==> config.mk <==
export PLATFORM = sky130hd
export DESIGN_NAME = epf_stream_3x3
export DESIGN_NICKNAME = d
export VERILOG_FILES = /design/src/rtl/epf_stream_3x3.sv
export SDC_FILE = /design/constraint.sdc
export NUM_CORES = 2
export LEC_CHECK = 0
export CAP_MARGIN = 5
export CORE_ASPECT_RATIO = 0.6
export CORE_MARGIN = 5
export CORE_UTILIZATION = 40
export DETAILED_ROUTE_END_ITERATION = 16
export GPL_TIMING_DRIVEN = 0
export REMOVE_ABC_BUFFERS = 1
export SYNTH_ARGS = -nofsm -noshare
export SYNTH_HDL_FRONTEND = slang
export SYNTH_SLANG_ARGS = --single-unit
==> constraint.sdc <==
create_clock -name clk -period 47.1 [get_ports clk]
set_input_delay 4.71 -clock clk [delete_from_list [all_inputs] [get_ports clk]]
set_output_delay 4.71 -clock clk [all_outputs]
set_load 0.01 [all_outputs]
==> src/rtl/epf_stream_3x3.sv <==
// Streaming 3x3 edge-preserving filter: valid/ready in and out, two line buffers, full backpressure.
// Optional macro EPF_BYPASS_EN adds a 'bypass' input that passes every centre pixel through unmodified.
//
// state | meaning
// IDLE  | waiting for start; thresh (and bypass) latched on start
// RUN   | accepting IMG_W*IMG_H pixels, one per advancing beat
// FLUSH | IMG_W+1 dummy beats push the final row/column through the window
// DRAIN | waiting for the m_last handshake
// DONE  | one-cycle done pulse, then back to IDLE
module epf_stream_3x3 #(
  parameter int DATA_W = 8,
  parameter int IMG_W  = 64,
  parameter int IMG_H  = 64
) (
  input  logic              clk,
  input  logic              rst,
  input  logic              start,
  input  logic [DATA_W-1:0] thresh,
`ifdef EPF_BYPASS_EN
  input  logic              bypass,
`endif
  input  logic              s_valid,
  output logic              s_ready,
  input  logic [DATA_W-1:0] s_pixel,
  output logic              m_valid,
  input  logic              m_ready,
  output logic [DATA_W-1:0] m_pixel,
  output logic              m_last,
  output logic              busy,
  output logic              done
);

  localparam int CW = $clog2(IMG_W);
  localparam int RW = $clog2(IMG_H);
  localparam int PW = $clog2(IMG_W + 2);
  localparam int SW = DATA_W + 4;
  localparam int SH = DATA_W + 8;
  localparam int QW = SH + 1;
  localparam int MW = SW + QW;
  localparam int unsigned ONE_SH = 32'd1 << SH;

  typedef enum logic [2:0] {S_IDLE, S_RUN, S_FLUSH, S_DRAIN, S_DONE} state_t;
  state_t state_q, state_d;

  logic              adv, acc, beat, latch, last_pos, pre_done, flush_end, byp_on;
  logic              border_now, last_now;
  logic [CW-1:0]     in_col, out_col;
  logic [RW-1:0]     in_row, out_row;
  logic [PW-1:0]     pre_cnt, flush_cnt;
  logic [DATA_W-1:0] thr_q, beat_pix, lb0_rd, lb1_rd;
  logic [DATA_W-1:0] lb0 [IMG_W];
  logic [DATA_W-1:0] lb1 [IMG_W];
  logic [DATA_W-1:0] win [9];
  logic              w_valid, w_border, w_last;

  assign adv        = !m_valid || m_ready;
  assign acc        = s_valid && s_ready;
  assign beat       = acc || (state_q == S_FLUSH && adv);
  assign last_pos   = (in_col == CW'(IMG_W - 1)) && (in_row == RW'(IMG_H - 1));
  assign pre_done   = (pre_cnt == '0);
  assign flush_end  = (state_q == S_FLUSH) && adv && (flush_cnt == '0);
  assign beat_pix   = (state_q == S_RUN) ? s_pixel : '0;
  assign lb0_rd     = lb0[in_col];
  assign lb1_rd     = lb1[in_col];
  assign border_now = (out_row == '0) || (out_row == RW'(IMG_H - 1)) ||
                      (out_col == '0) || (out_col == CW'(IMG_W - 1));
  assign last_now   = (out_row == RW'(IMG_H - 1)) && (out_col == CW'(IMG_W - 1));

  always_ff @(posedge clk or posedge rst) begin
    if (rst) state_q <= S_IDLE;
    else     state_q <= state_d;
  end

  always_comb begin
    state_d = state_q;
    s_ready = 1'b0;
    busy    = 1'b0;
    done    = 1'b0;
    latch   = 1'b0;
    case (state_q)
      S_IDLE: if (start) begin
        latch   = 1'b1;
        state_d = S_RUN;
      end
      S_RUN: begin
        s_ready = adv;
        busy    = 1'b1;
        if (acc && last_pos) state_d = S_FLUSH;
      end
      S_FLUSH: begin
        busy = 1'b1;
        if (flush_end) state_d = S_DRAIN;
      end
      S_DRAIN: begin
        busy = 1'b1;
        if (m_valid && m_ready && m_last) state_d = S_DONE;
      end
      S_DONE: begin
        done    = 1'b1;
        state_d = S_IDLE;
      end
      default: state_d = S_IDLE;
    endcase
  end

`ifdef EPF_BYPASS_EN
  logic byp_q;
  assign byp_on = byp_q;
`else
  assign byp_on = 1'b0;
`endif

  // Beats before IMG_W+1 only prime the window; every later beat yields one centre.
  always_ff @(posedge clk or posedge rst) begin
    if (rst) begin
      in_col    <= '0;
      in_row    <= '0;
      out_col   <= '0;
      out_row   <= '0;
      pre_cnt   <= '0;
      flush_cnt <= '0;
      thr_q     <= '0;
`ifdef EPF_BYPASS_EN
      byp_q     <= 1'b0;
`endif
    end else begin
      if (latch) begin
        thr_q   <= thresh;
`ifdef EPF_BYPASS_EN
        byp_q   <= bypass;
`endif
        in_col  <= '0;
        in_row  <= '0;
        out_col <= '0;
        out_row <= '0;
        pre_cnt <= PW'(IMG_W + 1);
      end else if (beat) begin
        if (in_col == CW'(IMG_W - 1)) begin
          in_col <= '0;
          in_row <= (in_row == RW'(IMG_H - 1)) ? '0 : in_row + RW'(1);
        end else begin
          in_col <= in_col + CW'(1);
        end
        if (!pre_done) begin
          pre_cnt <= pre_cnt - PW'(1);
        end else if (out_col == CW'(IMG_W - 1)) begin
          out_col <= '0;
          out_row <= (out_row == RW'(IMG_H - 1)) ? '0 : out_row + RW'(1);
        end else begin
          out_col <= out_col + CW'(1);
        end
      end
      if (acc && last_pos)
        flush_cnt <= PW'(IMG_W);
      else if (state_q == S_FLUSH && adv && flush_cnt != '0)
        flush_cnt <= flush_cnt - PW'(1);
    end
  end

  always_ff @(posedge clk) begin
    if (beat) begin
      lb0[in_col] <= beat_pix;
      lb1[in_col] <= lb0_rd;
    end
  end

  logic [SW-1:0]     sum, q0, quo;
  logic [3:0]        cnt;
  logic [DATA_W-1:0] nb, diff, filt;
  logic [QW-1:0]     rec;
  logic [MW-1:0]     prod;
  logic [SW+3:0]     back;

  function automatic logic [QW-1:0] recip(input logic [3:0] k);
    case (k)
      4'd2:    recip = QW'((ONE_SH + 1) / 2);
      4'd3:    recip = QW'((ONE_SH + 2) / 3);
      4'd4:    recip = QW'((ONE_SH + 3) / 4);
      4'd5:    recip = QW'((ONE_SH + 4) / 5);
      4'd6:    recip = QW'((ONE_SH + 5) / 6);
      4'd7:    recip = QW'((ONE_SH + 6) / 7);
      4'd8:    recip = QW'((ONE_SH + 7) / 8);
      4'd9:    recip = QW'((ONE_SH + 8) / 9);
      default: recip = QW'(ONE_SH);
    endcase
  endfunction

  always_comb begin
    sum  = SW'(win[4]);
    cnt  = 4'd1;
    nb   = '0;
    diff = '0;
    for (int i = 0; i < 9; i++) begin
      if (i != 4) begin
        nb   = win[i];
        diff = (nb >= win[4]) ? nb - win[4] : win[4] - nb;
        if (diff <= thr_q) begin
          sum = sum + SW'(nb);
          cnt = cnt + 4'd1;
        end
      end
    end
  end

  // Ceiling reciprocal with SH fraction bits is exact for sums below 2^(DATA_W+4); the
  // back-multiply guards the one-high case anyway.
  always_comb begin
    rec  = recip(cnt);
    prod = MW'(sum) * MW'(rec);
    q0   = SW'(prod >> SH);
    back = (SW+4)'(q0) * (SW+4)'(cnt);
    quo  = (back > (SW+4)'(sum)) ? q0 - SW'(1) : q0;
    filt = DATA_W'(quo);
  end

  always_ff @(posedge clk or posedge rst) begin
    if (rst) begin
      for (int i = 0; i < 9; i++) win[i] <= '0;
      w_valid  <= 1'b0;
      w_border <= 1'b0;
      w_last   <= 1'b0;
      m_valid  <= 1'b0;
      m_pixel  <= '0;
      m_last   <= 1'b0;
    end else begin
      if (beat) begin
        win[0]   <= win[1];
        win[1]   <= win[2];
        win[2]   <= lb1_rd;
        win[3]   <= win[4];
        win[4]   <= win[5];
        win[5]   <= lb0_rd;
        win[6]   <= win[7];
        win[7]   <= win[8];
        win[8]   <= beat_pix;
        w_border <= border_now;
        w_last   <= last_now;
      end
      if (adv) begin
        w_valid <= beat && pre_done;
        m_valid <= w_valid;
        m_last  <= w_valid && w_last;
        if (w_valid) m_pixel <= (w_border || byp_on) ? win[4] : filt;
      end
    end
  end

endmodule

==> metrics.txt <==
status=finished clean; final worst path period need=28.00 ns; Hold Crit Endpoint=w_last; Post-Syn Area=60,800 sq um; # H-tree levels=3; DRC Markers=0; Initial Utilization=between 40% and 50%; Vert. Die Dim=about 310 um; Worst EP required=47.78 ns; CP Max Fanout=14; Post-CTS Repair Setup Buffers=0; NumNets Final=roughly 5,500; reg2reg setup slack=19.10 ns; syn avg cell area=around 13 sq um; clk buf depth=3; RR Endpoint=m_pixel[7]; sequential fraction of the synthesis area=a little under three fifths; drt pass-1 iters=5; Max Fclk=approximately 36 MHz; most common cell after layout, fill and taps aside=edfxtp_1; crit start category=flip-flop; GRT Residual Overflow=0; CP peak stage delay=1.07 ns; Fin. Hold Viols=0; post-detail-place hpwl=127,000 um; Arrival @ worst endpoint=roughly 29 ns; R2R cell count=101; Hold Path Origin=w_last; Final Setup Violations=0; Hold WC Path Type=reg2reg; Ports=34; Die ar.=roughly 160,000 sq um; period utilization=around 59%; via count=between 40,000 and 50,000; Root Buffer=clkbuf_16; WL/cell=~25 um; first-pass GRT wire length=between 200,000 and 300,000 um; hold path depth=2; Post-Synthesis Cells=4,841; Total GRT Usage=22.0%; Fin Setup TNS=0 ns; RSZ-0062 raised after global routing=no; CP Class=reg2reg; worst-margin pin slew=approximately 1.4 ns; pins over their slew limit=0; IO Port Bufs=33; Site Rows=between 100 and 150; cell count after placement=6,870; initial antenna violation count=7; CTS Buf Count=100; Ys Warns=0; Final Worst Setup Slack=approximately 19 ns; pre-CTS setup slack=between 15 and 20 ns; CTS Sinks=1,158; Hold Slack=between 0.4 and 0.5 ns; initial DRC count=~4,300; Post-Layout Cell Count=just over 7,000; Setup crit end kind=flip-flop; vias in the first global route=just under 40,000; Critical-path top delay cell=dfrtp_1; Critical Path Most Common Cell=fa_1; CTS tree=done; top_reg_cell synth=edfxtp_1; reg2reg start=win[34]; clock latency at the later pin of the worst-skew pair=approximately 0.74 ns; Post-DRT Antenna Nets=0; Worst slew margin=3.86%; cts repair resizes=0; fraction of layout cells with a size suffix above 1=around 11%; GPL Wtd Cong=roughly 0.90; Clock Skews=between 0.07 and 0.08 ns; largest net degree at the start of global routing=~70; WL final=180,000 um; Synth Register Bits=1,158; number of enable flip-flop cells after synthesis=between 1,000 and 1,500; die width=around 510 um; Max Cap Violations=0; ys async rst share=a little under an eighth; Yosys cell types=100; core area=around 150,000 sq um; drt via density=5.80; Area Overhead vs Synth=14.3%; commonest non-fill, non-tap cells in the layout=edfxtp_1, inv_1, ha_1, nand2_1, a22oi_1; CTS Hold Buffers Added=0; Clock transition at path regs=approximately 0.07 ns
## routing by layer
layer	GRT usage (%)	wire length, um
met5	0.0893	13
met4	3.84	2990
met3	9.01	23200
met2	28.8	69100
met1	34.1	84200
## how the worst max path moves through the flow
| stage | to | slack (ns) | from |
|---|---|---|---|
| after floorplan | m_pixel[7] | 24.34 | win[33] |
| after global placement | m_pixel[7] | 18.07 | win[33] |
| after detailed placement | m_pixel[7] | 19.13 | win[33] |
| after CTS | m_pixel[7] | 19.02 | win[33] |
| after global routing | m_pixel[7] | 17.36 | win[34] |
| final | m_pixel[7] | 19.10 | win[34] |
## Yosys cell counts, types with 50 or more instances
cell | count | area share, %
nor2_1 | 323 | 2.0
a21oi_1 | 190 | 1.6
nand4_1 | 78 | 0.80
nand2_1 | 330 | 2.0
clkbuf_1 | 152 | 0.94
dfrtp_1 | 134 | 5.5
xnor2_1 | 98 | 1.4
edfxtp_1 | 1024 | 51
a221oi_1 | 104 | 1.5
o21ai_0 | 193 | 1.6
ha_1 | 363 | 7.5
mux2_2 | 55 | 1.0
inv_1 | 394 | 2.4
fa_1 | 193 | 6.4
a31oi_1 | 91 | 0.94
a22oi_1 | 325 | 4.0
a22o_1 | 95 | 1.4
xor2_1 | 50 | 0.72
## worst max-delay path, delay by kind of cell (launching register included)
kind	cells	cell delay (ns)
AOI/OAI and AO/OA	46	10.48
adders and majority gates	20	8.78
and+or+nand+nor	20	3.56
buffers and inverters	9	1.91
xor gates and xnor gates	5	1.83
DFF	1	1.07
muxes	1	0.28
## area by class of cell
class,instances,area (sq um)
fill,13300,81000
sequential,1158,34100
multi-input combinational,3071,24700
timing repair buffer,227,3300
clock buffer,122,2670
tap,2016,2520
inverter,402,1520
clock inverter,64,673
antenna,2,5.00
## metrics by stage
| stage | cell area (sq um) | util, % |
|---|---|---|
| after floorplan | 60000 | - |
| after global placement | 62800 | 41.8 |
| after detailed placement | 66100 | 43.9 |
| after CTS | 69400 | 46.1 |
| after global routing | 69500 | 46.2 |
| final | 69500 | 46.2 |
## flip-flops by register name (all words and copies together), names as in the netlist
| signal | count |
|---|---|
| w_border | 1 |
| m_pixel | 8 |
| w_last | 1 |
| out_row | 6 |
| nb | 8 |
| state_q | 3 |
| lb1 | 512 |
| out_col | 6 |
| m_valid | 1 |
| pre_cnt | 7 |
| m_last | 1 |
| win | 64 |
| in_row | 6 |
| flush_cnt | 7 |
| in_col | 6 |
| w_valid | 1 |
| thr_q | 8 |
| lb0 | 512 |
## cell families after synthesis
| family | Yosys count | share of synthesized area (%) |
|---|---|---|
| xor gates and xnor gates | 161 | 2.52 |
| buffers and inverters | 612 | 3.82 |
| adders and majority gates | 557 | 13.8 |
| and+or+nand+nor | 1023 | 7.86 |
| muxes | 92 | 1.64 |
| AOI/OAI and AO/OA | 1238 | 14.2 |
| DFF | 1158 | 56.1 |
Power is not shown: default switching activity piles up to over one toggle a cycle in this logic, so the estimate is an artifact.
